[config.mk]
export PLATFORM = sky130hd
export DESIGN_NAME = mem_access_stage
export DESIGN_NICKNAME = d
export VERILOG_FILES = /design/src/rtl/cpu_pkg.sv /design/src/rtl/stall_timer.sv /design/src/rtl/mem_access_stage.sv
export SDC_FILE = /design/constraint.sdc
export NUM_CORES = 1
export LEC_CHECK = 0
export ABC_AREA = 1
export BUFFER_PORTS_ARGS = -buffer_cell sky130_fd_sc_hd__buf_2
export CORE_MARGIN = 2
export CORE_UTILIZATION = 54
export DETAILED_ROUTE_END_ITERATION = 7
export PLACE_DENSITY = 0.86
export SKIP_CTS_REPAIR_TIMING = 1
export SYNTH_ARGS = -nofsm -noshare
export SYNTH_HDL_FRONTEND = slang
export SYNTH_SLANG_ARGS = --single-unit
[constraint.sdc]
create_clock -name clk -period 13.1 [get_ports clk]
set_input_delay 2.62 -clock clk [delete_from_list [all_inputs] [get_ports clk]]
set_output_delay 2.62 -clock clk [all_outputs]
set_load 0.1 [all_outputs]
[src/rtl/cpu_pkg.sv]
// Shared CPU constants: opcodes and the memory-stage state encoding.
// Imported by the pipeline stages.
package cpu_pkg;

  localparam logic [5:0] LW     = 6'b100011;
  localparam logic [5:0] SW     = 6'b101011;
  localparam logic [5:0] ALU_OP = 6'b000000;
  localparam logic [5:0] ADDI   = 6'b001000;
  localparam logic [5:0] BEQ    = 6'b000100;
  localparam logic [5:0] BNE    = 6'b000101;

  localparam logic [31:0] NOP = 32'b0;

  typedef enum logic {
    IDLE = 1'b0,
    BUSY = 1'b1
  } state_t;

  function automatic logic is_mem_op(input logic [5:0] op);
    return (op == LW) || (op == SW);
  endfunction

endpackage

[src/rtl/stall_timer.sv]
// BUSY-cycle counter for the memory stage.
// expired is high during the TIMEOUT-th enabled cycle after a clear.
module stall_timer #(
  parameter int TIMEOUT = 255
) (
  input  logic clk,
  input  logic reset,
  input  logic clear,
  input  logic enable,
  output logic expired
);

  localparam logic [7:0] LAST = 8'(TIMEOUT - 1);

  logic [7:0] count;

  always_ff @(posedge clk or posedge reset) begin
    if (reset) begin
      count <= 8'd0;
    end else if (clear) begin
      count <= 8'd0;
    end else if (enable) begin
      count <= count + 8'd1;
    end
  end

  assign expired = (count == LAST);

endmodule

[src/rtl/mem_access_stage.sv]
// MEM stage: passes ALU results through, runs lw/sw on a
// ready-strobed bus with a BUSY timeout.
module mem_access_stage
  import cpu_pkg::*;
#(
  parameter int TIMEOUT = 255
) (
  input  logic        clk,
  input  logic        reset,
  input  logic [31:0] result,
  input  logic [31:0] inst_EX,
  input  logic [31:0] wdata,
  output logic        data_stall,
  output logic [31:0] inst_MEM,
  output logic [31:0] wback,
  output logic        mem_req,
  output logic        mem_we,
  output logic [31:0] mem_addr,
  output logic [31:0] mem_wdata,
  input  logic        mem_ready,
  input  logic [31:0] mem_rdata,
  output logic        bus_err
);

  state_t      state;
  state_t      state_nxt;
  logic [31:0] inst_q;
  logic        we_q;
  logic        is_mem;
  logic        start;
  logic        busy;
  logic        expired;

  assign is_mem = is_mem_op(inst_EX[31:26]);
  assign busy   = (state == BUSY);
  assign start  = (state == IDLE) && is_mem;

  stall_timer #(
    .TIMEOUT(TIMEOUT)
  ) u_timer (
    .clk    (clk),
    .reset  (reset),
    .clear  (start),
    .enable (busy),
    .expired(expired)
  );

  always_ff @(posedge clk or posedge reset) begin
    if (reset) begin
      state <= IDLE;
    end else begin
      state <= state_nxt;
    end
  end

  always_comb begin
    state_nxt = state;
    unique case (state)
      IDLE: if (is_mem) state_nxt = BUSY;
      BUSY: if (mem_ready || expired) state_nxt = IDLE;
      default: state_nxt = IDLE;
    endcase
  end

  always_comb begin
    data_stall = start || (busy && !mem_ready);
    mem_req    = busy;
    mem_we     = busy && we_q;
    bus_err    = busy && expired && !mem_ready;
  end

  // mem_ready wins over a same-cycle timeout
  always_ff @(posedge clk or posedge reset) begin
    if (reset) begin
      inst_q    <= NOP;
      we_q      <= 1'b0;
      mem_addr  <= 32'd0;
      mem_wdata <= 32'd0;
      inst_MEM  <= NOP;
      wback     <= 32'd0;
    end else if (!busy) begin
      if (is_mem) begin
        inst_q    <= inst_EX;
        we_q      <= (inst_EX[31:26] == SW);
        mem_addr  <= {result[31:2], 2'b00};
        mem_wdata <= wdata;
        inst_MEM  <= NOP;
        wback     <= 32'd0;
      end else begin
        inst_MEM <= inst_EX;
        wback    <= result;
      end
    end else if (mem_ready) begin
      inst_MEM <= inst_q;
      wback    <= we_q ? mem_addr : mem_rdata;
    end else if (expired) begin
      inst_MEM <= NOP;
      wback    <= 32'd0;
    end
  end

endmodule

# ---- Word-level counts from Yosys, hierarchy flattened
# Index checks and enable logic that the tools add are counted.
# W data, S select, Z words.
dict set report classes {
  n_addsub 1
  eq_ne 4
  mux 13
  n_bitwise 1
  n_reduce_logical 11
}
# operator n
set ops {}
lappend ops {{$mux W32} 8}
lappend ops {{$mux W8} 2}
lappend ops {{$eq A6 B6 Y1 const B} 2}
lappend ops {{$add A8 B1 Y8 const B} 1}
lappend ops {{$eq A8 B8 Y1 const B} 1}
lappend ops {{$logic_and A1 B1 Y1} 5}
lappend ops {{$logic_or A1 B1 Y1} 3}
lappend ops {{$ne A3 B2 Y1 const B} 1}
lappend ops {{$mux W1} 2}
lappend ops {{$pmux W1 S2} 1}
lappend ops {{$reduce_and A2 Y1} 1}
lappend ops {{$reduce_bool A2 Y1} 1}
lappend ops {{$logic_not A1 Y1} 1}
lappend ops {{$not A1 Y1} 1}
dict set report totals {
  ff_bits 168
  out_inout_bits 132
  wordCells 38
}

# ---- Longest topological paths before layout
# Gate-level depths: netlist of run 1.
dict set report logic_depth {
  ltp_word 4
  depth_mapped 9
  mapped_depth_nobuf 7
}

# ---- Cells and area by module
# From an unflattened synthesis of run 1, not the netlist that was laid out.
dict set report unflattened {
  hier_cells 1035
  hier_area_um2 7956.4
}
# mod instances cells_each area_per_inst_um2 seq_area_each_um2
set modules_own_cells {}
lappend modules_own_cells {mem_access_stage 1 975 7485.9 4003.8}
lappend modules_own_cells {stall_timer 1 60 470.5 200.2}

# ---- Least setup slack after synthesis of run 1
# OpenSTA, ideal clock, no wires.
dict set report synth_path {
  kind {input to output}
  startpoint {in mem_ready}
  endpoint {out bus_err}
  arrival_ps 4683
  required_time_ps 10480
  slack_ps 5797
  stages 1
  path_buffers 0
  path_cell_list {nor3_1}
}
dict set report synth_via {
  elab_chain_cells 2
}
# item line
set synth_lines {}
lappend synth_lines {{from (decl)} mem_access_stage.sv:20} ;# input logic mem_ready,
lappend synth_lines {{$logic_not A1 Y1} mem_access_stage.sv:69} ;# bus_err = busy && expired && !mem_ready;
lappend synth_lines {{$logic_and A1 B1 Y1} mem_access_stage.sv:69}
lappend synth_lines {{to (decl)} mem_access_stage.sv:22} ;# output logic bus_err
# Every way passes these cells.

# ---- Worst setup path in the final report of run 1
dict set report layout_path {
  startpoint {in mem_ready}
  endpoint {out data_stall}
}
dict set report layout_via {
  elab_chain_cells 3
}
# item line
set layout_lines {}
lappend layout_lines {{$logic_not A1 Y1} mem_access_stage.sv:66} ;# data_stall = start || (busy && !mem_ready);
lappend layout_lines {{$logic_and A1 B1 Y1} mem_access_stage.sv:66}
lappend layout_lines {{$logic_or A1 B1 Y1} mem_access_stage.sv:66}
lappend layout_lines {{to (decl)} mem_access_stage.sv:13} ;# output logic data_stall,
# Every way passes these cells.

==> results of run 1 <==
[metrics by stage]
step           hold slack (ps)  area [um2]  std cells  setup slack, ps
2_1_floorplan              440        7270        879             5800
6_report                   474        9080       1299             6370
3_3_place_gp               455        8540       1267             6380
3_5_place_dp               459        8540       1267             6390
5_1_grt                    482        9080       1299             6210
4_1_cts                    475        9080       1299             6370
[power by group through the flow]
stage / Sequential (mW) / Combinational (mW) / Clock [mW]
after floorplan: 1.06 / 0.110 / 0
after global placement: 0.661 / 0.622 / 0
after detailed placement: 0.662 / 0.632 / 0
after CTS: 0.656 / 0.632 / 0.466
after global routing: 0.666 / 0.659 / 0.491
final: 0.656 / 0.628 / 0.458
[cells in the mapped netlist]
| cell type | number |
|---|---|
| nand3_1 | 133 |
| nand4_4 | 1 |
| nor2_2 | 1 |
| or2_2 | 3 |
| o211ai_1 | 2 |
| nor3_1 | 1 |
| nor2_1 | 75 |
| ha_1 | 2 |
| inv_1 | 12 |
| a21oi_1 | 3 |
| xor2_1 | 1 |
| buf_4 | 4 |
| inv_4 | 1 |
| buf_1 | 1 |
| clkbuf_1 | 15 |
| buf_2 | 27 |
| o21ai_0 | 36 |
| buf_6 | 9 |
| conb_1 | 1 |
| inv_2 | 1 |
| dfrtp_1 | 168 |
| nand2_1 | 381 |
[final timing paths]
| path | start | endpoint | slack (ps) |
|---|---|---|---|
| setup / recovery | mem_ready | data_stall | 6370 |
| hold / removal | inst_q[26] | inst_q[26] | 470 |
| setup reg to reg | mem_req | inst_q[31] | 9810 |
| hold reg to reg | inst_q[26] | inst_q[26] | 470 |
| max in group asynchronous | reset | u_timer.count[4] | 9280 |
| min in group asynchronous | reset | mem_addr[29] | 2390 |
[sequential cells by signal, indices dropped and copies added (netlist names)]
| signal | count |
|---|---|
| inst_MEM | 32 |
| u_timer.count | 8 |
| wback | 32 |
| mem_addr | 30 |
| inst_q | 32 |
| mem_wdata | 32 |
| we_q | 1 |
| mem_req | 1 |
[cells by family (layout without fill, tap and decap cells)]
kind of cell,after synthesis,after routing,share of synthesized area
other cells,1,2,0.000516
flops,168,168,0.579
xor+xnor,1,1,0.00121
compound gates,41,41,0.0289
simple gates,595,595,0.334
buf+inv,70,314,0.0525
fa+ha+maj,2,2,0.00345
[per-layer routing]
metal	vias up	track usage	part of all wire
met5	-	0	0
met2	363	0.463	0.48
met4	0	0.123	0.026
met3	43	0.0665	0.085
met1	3244	0.370	0.40
li1	3239	-	-
[cell type report]
cell class,count,share of cell area
timing repair buffer,268,0.150
sequential,168,0.463
tap,176,0.0243
inverter,14,0.00661
clock inverter,12,0.0102
multi-input combinational,641,0.297
clock buffer,20,0.0492
==> results.py, run 1 <==
metrics = {
    "outcome": {
        "status": "complete, no violations",
    },
    "power_and_ir_drop": {
        "p_comb_frac": 0.361,
        "p_total_mw": 1.74,
        "p_clk_frac": 0.263,
        "vdd_drop_max_uv": 132,
        "seqPwrFrac": 0.376,
        "p_sw_uw": 796,
        "p_per_area_nw_per_um2": 192,
        "swShare": 0.456,
        "internal_power_uw": 948,
        "leakage_nw": 5.02,
    },
    "job": {
        "max_cap_viol_count": 0,
    },
    "synthesis": {
        "yosysUniqueCellTypes": 22,
        "avgSynthCellArea_um2": 8.27,
        "ys_top_cells_by_area": "dfrtp_1 58%, nand2_1 20%, nand3_1 9.2%",
        "syn_area_um2": 7260,
        "synth_top_area_frac": 0.579,
        "synth-seq-cells": 168,
        "syn_inst": 878,
        "yosys_warnings": 0,
        "ys_seq_area_frac": 0.579,
        "yosysTopAreaCell": "dfrtp_1",
    },
    "drt": {
        "drt-initial-drc-count": 643,
        "firstDrtPassIters": 5,
        "viasPerCell": 5.30,
        "final_antenna_net_count": 0,
        "wl_mm": 19.6,
        "dr_total_vias": 6889,
        "drc_errors": 0,
        "wl_per_cell_um": 15.1,
    },
    "critical_path": {
        "critPathBufInv": 3,
        "ff2ff_path_depth": 6,
        "cp_max_fo": 33,
        "criticalPathCategory": "input port to output port",
        "critPathMaxStageDelay_ps": 790,
        "cp.arrival_ps": 4110,
        "critPathRequiredTime_ps": 10480,
        "crit_top_cell": "buf_2",
        "cp.depth": 5,
        "endpoint_kind": "output port",
        "cp_cell_sequence": "buf_2 > nand2_1 > inv_1 > nor2_1 > buf_2",
        "critical_path.slowest_cell": "inv_1",
        "critPathLaunchType": "input port",
        "cp_top_family": "buffers and inverters",
    },
    "clock_network": {
        "path_clk_slew_ps": 60,
        "clk_path_buf_depth": 2,
        "cts_tree": "built",
        "cts_root_buf": "clkbuf_16",
        "cts_made_buffers": 17,
        "worstSkewPairLatency_ps": 420,
        "cts_sinks": 168,
        "htreeDepth": 4,
    },
    "global_route": {
        "antenna_found_initial": 1,
        "grt_pass1_wl_mm": 32.4,
        "gr-usage-all-layers": 0.286,
        "grt_max_degree": 100,
        "grt-ovfl-total": 0,
        "grt_pass1_vias": 6664,
    },
    "cells_and_area": {
        "final_core_util": 0.688,
        "num_antenna_cells": 0,
        "final_common_cell": "nand2_1",
        "synthToLayoutAreaGrowth_pct": 25.0,
        "fin_nets": 1243,
        "nFillCells": 1092,
        "seqCellArea_um2": 4200,
        "drive_above_1_share": 0.274,
        "multiInputGateArea_um2": 2700,
        "layout_common_cells": "380 x nand2_1, 260 x buf_2, 168 x dfrtp_1",
    },
    "timing": {
        "tightest_slew_ps": 1060,
        "drv_slew": 0,
        "finalCritPeriodShare": 0.514,
        "hold_viol": 0,
        "fin_tns_setup_ps": 0,
        "rsz0062_at_grt": "no",
        "final.min_clock_period_ps": 6730,
        "clock_skew_ps": 7.10,
        "fmaxAchievable_mhz": 149,
        "relSlewSlack": 0.291,
        "setup_viol": 0,
    },
    "floorplan": {
        "fp.dieH_um": 120,
        "die_w_um": 120,
        "ios": 263,
        "core_area_um2": 13200,
        "die-area_um2": 14400,
        "start_util": 0.551,
        "rows": 42,
    },
    "placement": {
        "portBuffers": 260,
        "hpwl_mm": 12.6,
        "place.gp.congestion": 0.864,
    },
    "hold_path": {
        "hold_class": "flop to flop",
        "hold_path_depth": 1,
    },
}
(Power assumes the default switching activity.)
==> run 2: changes to the inputs <==
Settings changed: ABC_AREA 1 to 0, CORE_UTILIZATION 54 to 46, PLACE_DENSITY 0.86 to 0.77.
Clock period 13.1 ns to 6.1 ns, I/O delays scaled along.
==> results.py, run 2 <==
metrics = {
    "outcome": {
        "status": "complete, no violations",
    },
    "critical_path": {
        "critical_path.slowest_cell": "buf_2",
        "critPathRequiredTime_ps": 4880,
        "criticalPathCategory": "input port to output port",
        "critPathBufInv": 3,
        "critPathMaxStageDelay_ps": 450,
        "endpoint_kind": "output port",
        "critPathLaunchType": "input port",
        "cp_cell_sequence": "buf_2 > nand2b_2 > buf_4 > nor2_1 > buf_2",
        "cp_max_fo": 65,
        "cp.arrival_ps": 2490,
        "cp_top_family": "buffers and inverters",
        "crit_top_cell": "buf_2",
    },
    "placement": {
        "place_ws_ps": 2380,
        "hpwl_mm": 13.2,
        "portBuffers": 260,
        "place.gp.congestion": 0.792,
        "dpl-instance-area_um2": 9190,
    },
    "timing": {
        "fmaxAchievable_mhz": 269,
        "tightest_slew_ps": 946,
        "final.min_clock_period_ps": 3710,
        "rsz0062_at_grt": "no",
        "relSlewSlack": 0.369,
        "clock_skew_ps": 7.32,
        "setup_viol": 0,
        "worst_slack_ps": 2390,
        "drv_slew": 0,
        "fin_tns_setup_ps": 0,
        "hold_viol": 0,
        "finalCritPeriodShare": 0.609,
    },
    "clock_network": {
        "cts_sinks": 168,
        "cts_made_buffers": 17,
        "worstSkewPairLatency_ps": 420,
        "path_clk_slew_ps": 70,
        "cts_tree": "built",
        "cts_root_buf": "clkbuf_16",
        "clk_path_buf_depth": 2,
        "htreeDepth": 4,
    },
    "global_route": {
        "grt_pass1_wl_mm": 33.7,
        "grt_max_degree": 75,
        "antenna_found_initial": 0,
        "grt_pass1_vias": 6442,
        "gr-usage-all-layers": 0.238,
        "grt-ovfl-total": 0,
    },
    "drt": {
        "dr_total_vias": 6362,
        "drt-initial-drc-count": 293,
        "viasPerCell": 5.70,
        "wl_mm": 21.4,
        "firstDrtPassIters": 4,
        "drc_errors": 0,
        "final_antenna_net_count": 0,
        "wl_per_cell_um": 19.2,
    },
    "cells_and_area": {
        "fin_nets": 1017,
        "fin_area_um2": 9780,
        "synthToLayoutAreaGrowth_pct": 25.0,
        "drive_above_1_share": 0.483,
        "final_common_cell": "buf_2",
        "layout_common_cells": "260 x buf_2, 168 x dfrtp_1, 115 x mux2_2",
        "final_core_util": 0.590,
        "num_antenna_cells": 0,
    },
    "synthesis": {
        "yosys_warnings": 0,
        "avgSynthCellArea_um2": 11.8,
        "yosysMostFrequentCell": "dfrtp_1",
        "ys_seq_area_frac": 0.537,
        "ys_top_cells_by_area": "dfrtp_1 54%, mux2_2 17%, a211oi_1 5.9%",
        "synth_flop_cell": "dfrtp_1",
        "synth_edf_count": 0,
        "yosysTopAreaCell": "dfrtp_1",
        "synth-async-reset-ratio": 1.00,
        "synth-seq-cells": 168,
        "syn_inst": 664,
        "yosysUniqueCellTypes": 40,
        "synth_top_area_frac": 0.537,
        "synthTopCellsByCount": "168 x dfrtp_1, 115 x mux2_2, 65 x nand2_1, 62 x a211oi_1, 62 x a31oi_1",
        "syn_area_um2": 7830,
    },
    "floorplan": {
        "fp.dieH_um": 134,
        "ios": 263,
        "core_area_um2": 16600,
        "start_util": 0.472,
        "die_w_um": 134,
        "rows": 47,
        "die-area_um2": 18100,
    },
    "hold_path": {
        "hold_class": "flop to flop",
    },
    "power_and_ir_drop": {
        "leakage_nw": 4.35,
        "vdd_drop_max_uv": 300,
        "p_total_mw": 4.09,
        "p_per_area_nw_per_um2": 419,
    },
    "job": {
        "max_cap_viol_count": 0,
    },
}
[run 2: path summary, 6_finish.rpt]
| kind | startpoint | to | slack [ps] | cells after the start |
|---|---|---|---|---|
| max | mem_ready | bus_err | 2390 | 5 |
| min reg2reg | inst_q[31] | inst_q[31] | 470 | 1 |
| max reg2reg | u_timer.count[0] | inst_MEM[31] | 3520 | 7 |
| max in group asynchronous | reset | inst_q[16] | 4140 | 3 |
| min in group asynchronous | reset | mem_wdata[8] | 740 | 2 |
| min | inst_q[31] | inst_q[31] | 470 | 1 |
[run 2: cell families after synthesis]
| family | count (synthesis) | synth area share |
|---|---|---|
| flip-flops | 168 | 0.537 |
| multiplexers | 122 | 0.175 |
| other | 1 | 0.000479 |
| adder cells (fa/ha/maj) | 2 | 0.00320 |
| AND/OR/NAND/NOR | 94 | 0.0571 |
| XOR/XNOR | 2 | 0.00224 |
| AO/OA/AOI/OAI | 197 | 0.178 |
| buffers and inverters | 78 | 0.0462 |
[run 2: layout make-up]
class / instances / area, um2
well taps: 220 / 275
clock inverters: 15 / 164
multi-input cells: 419 / 3290
fillers: 1407 / 6810
flip-flops and latches: 168 / 4200
inverters: 5 / 23.8
clock buffers: 17 / 425
repair buffers: 273 / 1400
[run 2: stage by stage]
step / std cells / hold slack [ps]
after global routing: 1117 / 483
after CTS: 1117 / 472
after detailed placement: 1085 / 452
final: 1117 / 467
after floorplan: 665 / 435
after global placement: 1085 / 449
[run 2: power by group]
| group | internal, mW | switching, mW |
|---|---|---|
| combinational | 0.320 | 1.26 |
| clock | 0.611 | 0.474 |
| sequential | 1.31 | 0.115 |
| total | 2.24 | 1.85 |
[run 2: worst register-to-register path: stages, from the launching register on]
cell,delay (ps)
dfrtp_1,420
inv_1,70
ha_1,130
and3_2,160
buf_4,590
a21o_2,250
buf_4,550
a31oi_1,260
[run 2: routing by layer]
metal  global-route usage  vias to the layer above  wire length [um]
li1                     -                     2932                 -
met1                0.312                     3122              9320
met2                0.385                      262             10000
met3               0.0499                       46              1410
met4               0.0982                        0               619
met5                    0                        -                 0
==> run 3: changes to the inputs <==
Settings changed: CORE_UTILIZATION 46 to 51, PLACE_DENSITY 0.77 to 0.81.
Clock period 6.1 ns to 3.5 ns, I/O delays scaled along.
==> results.py, run 3 (synthesized netlist as in run 2, its figures left out) <==
metrics = {
    "critical_path": {
        "criticalPathCategory": "flop to output port",
        "cp_max_fo": 4,
        "endpoint_kind": "output port",
        "critPathRequiredTime_ps": 2800,
        "critPathLaunchType": "flop",
        "cp.arrival_ps": 1870,
    },
    "drt": {
        "wl_mm": 21.5,
        "final_antenna_net_count": 0,
        "viasPerCell": 5.96,
        "drt-initial-drc-count": 538,
        "dr_total_vias": 6487,
        "firstDrtPassIters": 5,
        "wl_per_cell_um": 19.8,
        "drc_errors": 0,
    },
    "power_and_ir_drop": {
        "internal_power_mw": 3.90,
        "p_clk_frac": 0.252,
        "vdd_drop_max_uv": 622,
        "p_per_area_nw_per_um2": 719,
        "leakage_nw": 4.37,
        "swShare": 0.445,
        "seqPwrFrac": 0.355,
        "p_total_mw": 7.02,
        "p_comb_frac": 0.393,
        "p_sw_mw": 3.12,
    },
    "hold_path": {
        "hold_class": "input port to async pin",
    },
    "cells_and_area": {
        "layout_common_cells": "260 x buf_2, 168 x dfrtp_1, 115 x mux2_2",
        "drive_above_1_share": 0.479,
        "final_core_util": 0.647,
        "final_common_cell": "buf_2",
        "synthToLayoutAreaGrowth_pct": 24.8,
        "seqCellArea_um2": 4200,
        "multiInputGateArea_um2": 3290,
        "fin_nets": 1024,
        "nFillCells": 1218,
    },
    "global_route": {
        "antenna_found_initial": 2,
        "grt_pass1_vias": 6530,
        "gr-usage-all-layers": 0.267,
        "grt-ovfl-total": 0,
        "grt_pass1_wl_mm": 34.2,
        "grt_max_degree": 117,
    },
    "timing": {
        "clock_skew_ps": 7.08,
        "hold_viol": 0,
        "drv_slew": 0,
        "relSlewSlack": 0.497,
        "rsz0062_at_grt": "no",
        "finalCritPeriodShare": 0.734,
        "setup_viol": 0,
        "fin_tns_setup_ps": 0,
        "final.min_clock_period_ps": 2570,
        "tightest_slew_ps": 754,
        "fmaxAchievable_mhz": 389,
    },
    "clock_network": {
        "cts_tree": "built",
        "path_clk_slew_ps": 60,
        "cts_sinks": 168,
        "worstSkewPairLatency_ps": 420,
        "cts_root_buf": "clkbuf_16",
        "htreeDepth": 4,
        "clk_path_buf_depth": 2,
        "cts_made_buffers": 17,
    },
    "floorplan": {
        "die_w_um": 128,
        "start_util": 0.519,
        "ios": 263,
        "fp.dieH_um": 128,
        "core_area_um2": 15100,
        "rows": 45,
        "die-area_um2": 16300,
    },
    "job": {
        "max_cap_viol_count": 0,
    },
    "placement": {
        "portBuffers": 260,
        "hpwl_mm": 14.0,
        "place.gp.congestion": 0.788,
    },
    "outcome": {
        "status": "complete, no violations",
    },
}
run 3: worst paths after layout:
kind | cells after the start | to | start | slack, ps
min in group clk | 1 | inst_q[27] | inst_q[27] | 460
setup reg to reg | 7 | wback[19] | u_timer.count[0] | 1200
hold reg to reg | 1 | inst_q[27] | inst_q[27] | 460
max in group asynchronous | 3 | mem_wdata[26] | reset | 2510
setup / recovery | 6 | bus_err | u_timer.count[0] | 930
hold / removal | 3 | wback[17] | reset | 440
run 3: critical path, cell delays in order, from the launching register on:
cell	delay [ps]
dfrtp_1	410
inv_1	70
ha_1	140
and3_2	210
nand2_1	70
nor2_2	90
buf_2	440
run 3: metal layers:
| metal | global-route usage | up-vias | wire length (um) |
|---|---|---|---|
| li1 | - | 2951 | - |
| met1 | 0.357 | 3233 | 9220 |
| met2 | 0.427 | 272 | 10400 |
| met3 | 0.0680 | 31 | 1420 |
| met4 | 0.0905 | 0 | 456 |
| met5 | 0 | - | 0 |
run 3: stage by stage:
step	area [um2]	worst slack (ps)	hold slack [ps]	std cells
after floorplan	7840	111	435	665
after global placement	9230	916	450	1060
after detailed placement	9230	882	452	1060
after CTS	9760	900	467	1087
after global routing	9760	808	494	1089
final	9760	930	444	1089
run 3: power groups by stage:
stage               logic (mW)  registers [mW]  clock network [mW]
global placement          2.74            2.50                   0
finish                    2.76            2.49                1.77
detailed placement        2.77            2.52                   0
global route              2.85            2.53                1.87
floorplan                0.559            4.21                   0
CTS                       2.77            2.49                1.79
run 3: layout make-up:
cell class | count | share of cell area
clock inverter | 4 | 0.00756
inverter | 5 | 0.00231
antenna | 2 | 0.000513
timing repair buffer | 280 | 0.151
tap | 188 | 0.0241
multi-input combinational | 419 | 0.337
clock buffer | 23 | 0.0469
sequential | 168 | 0.431
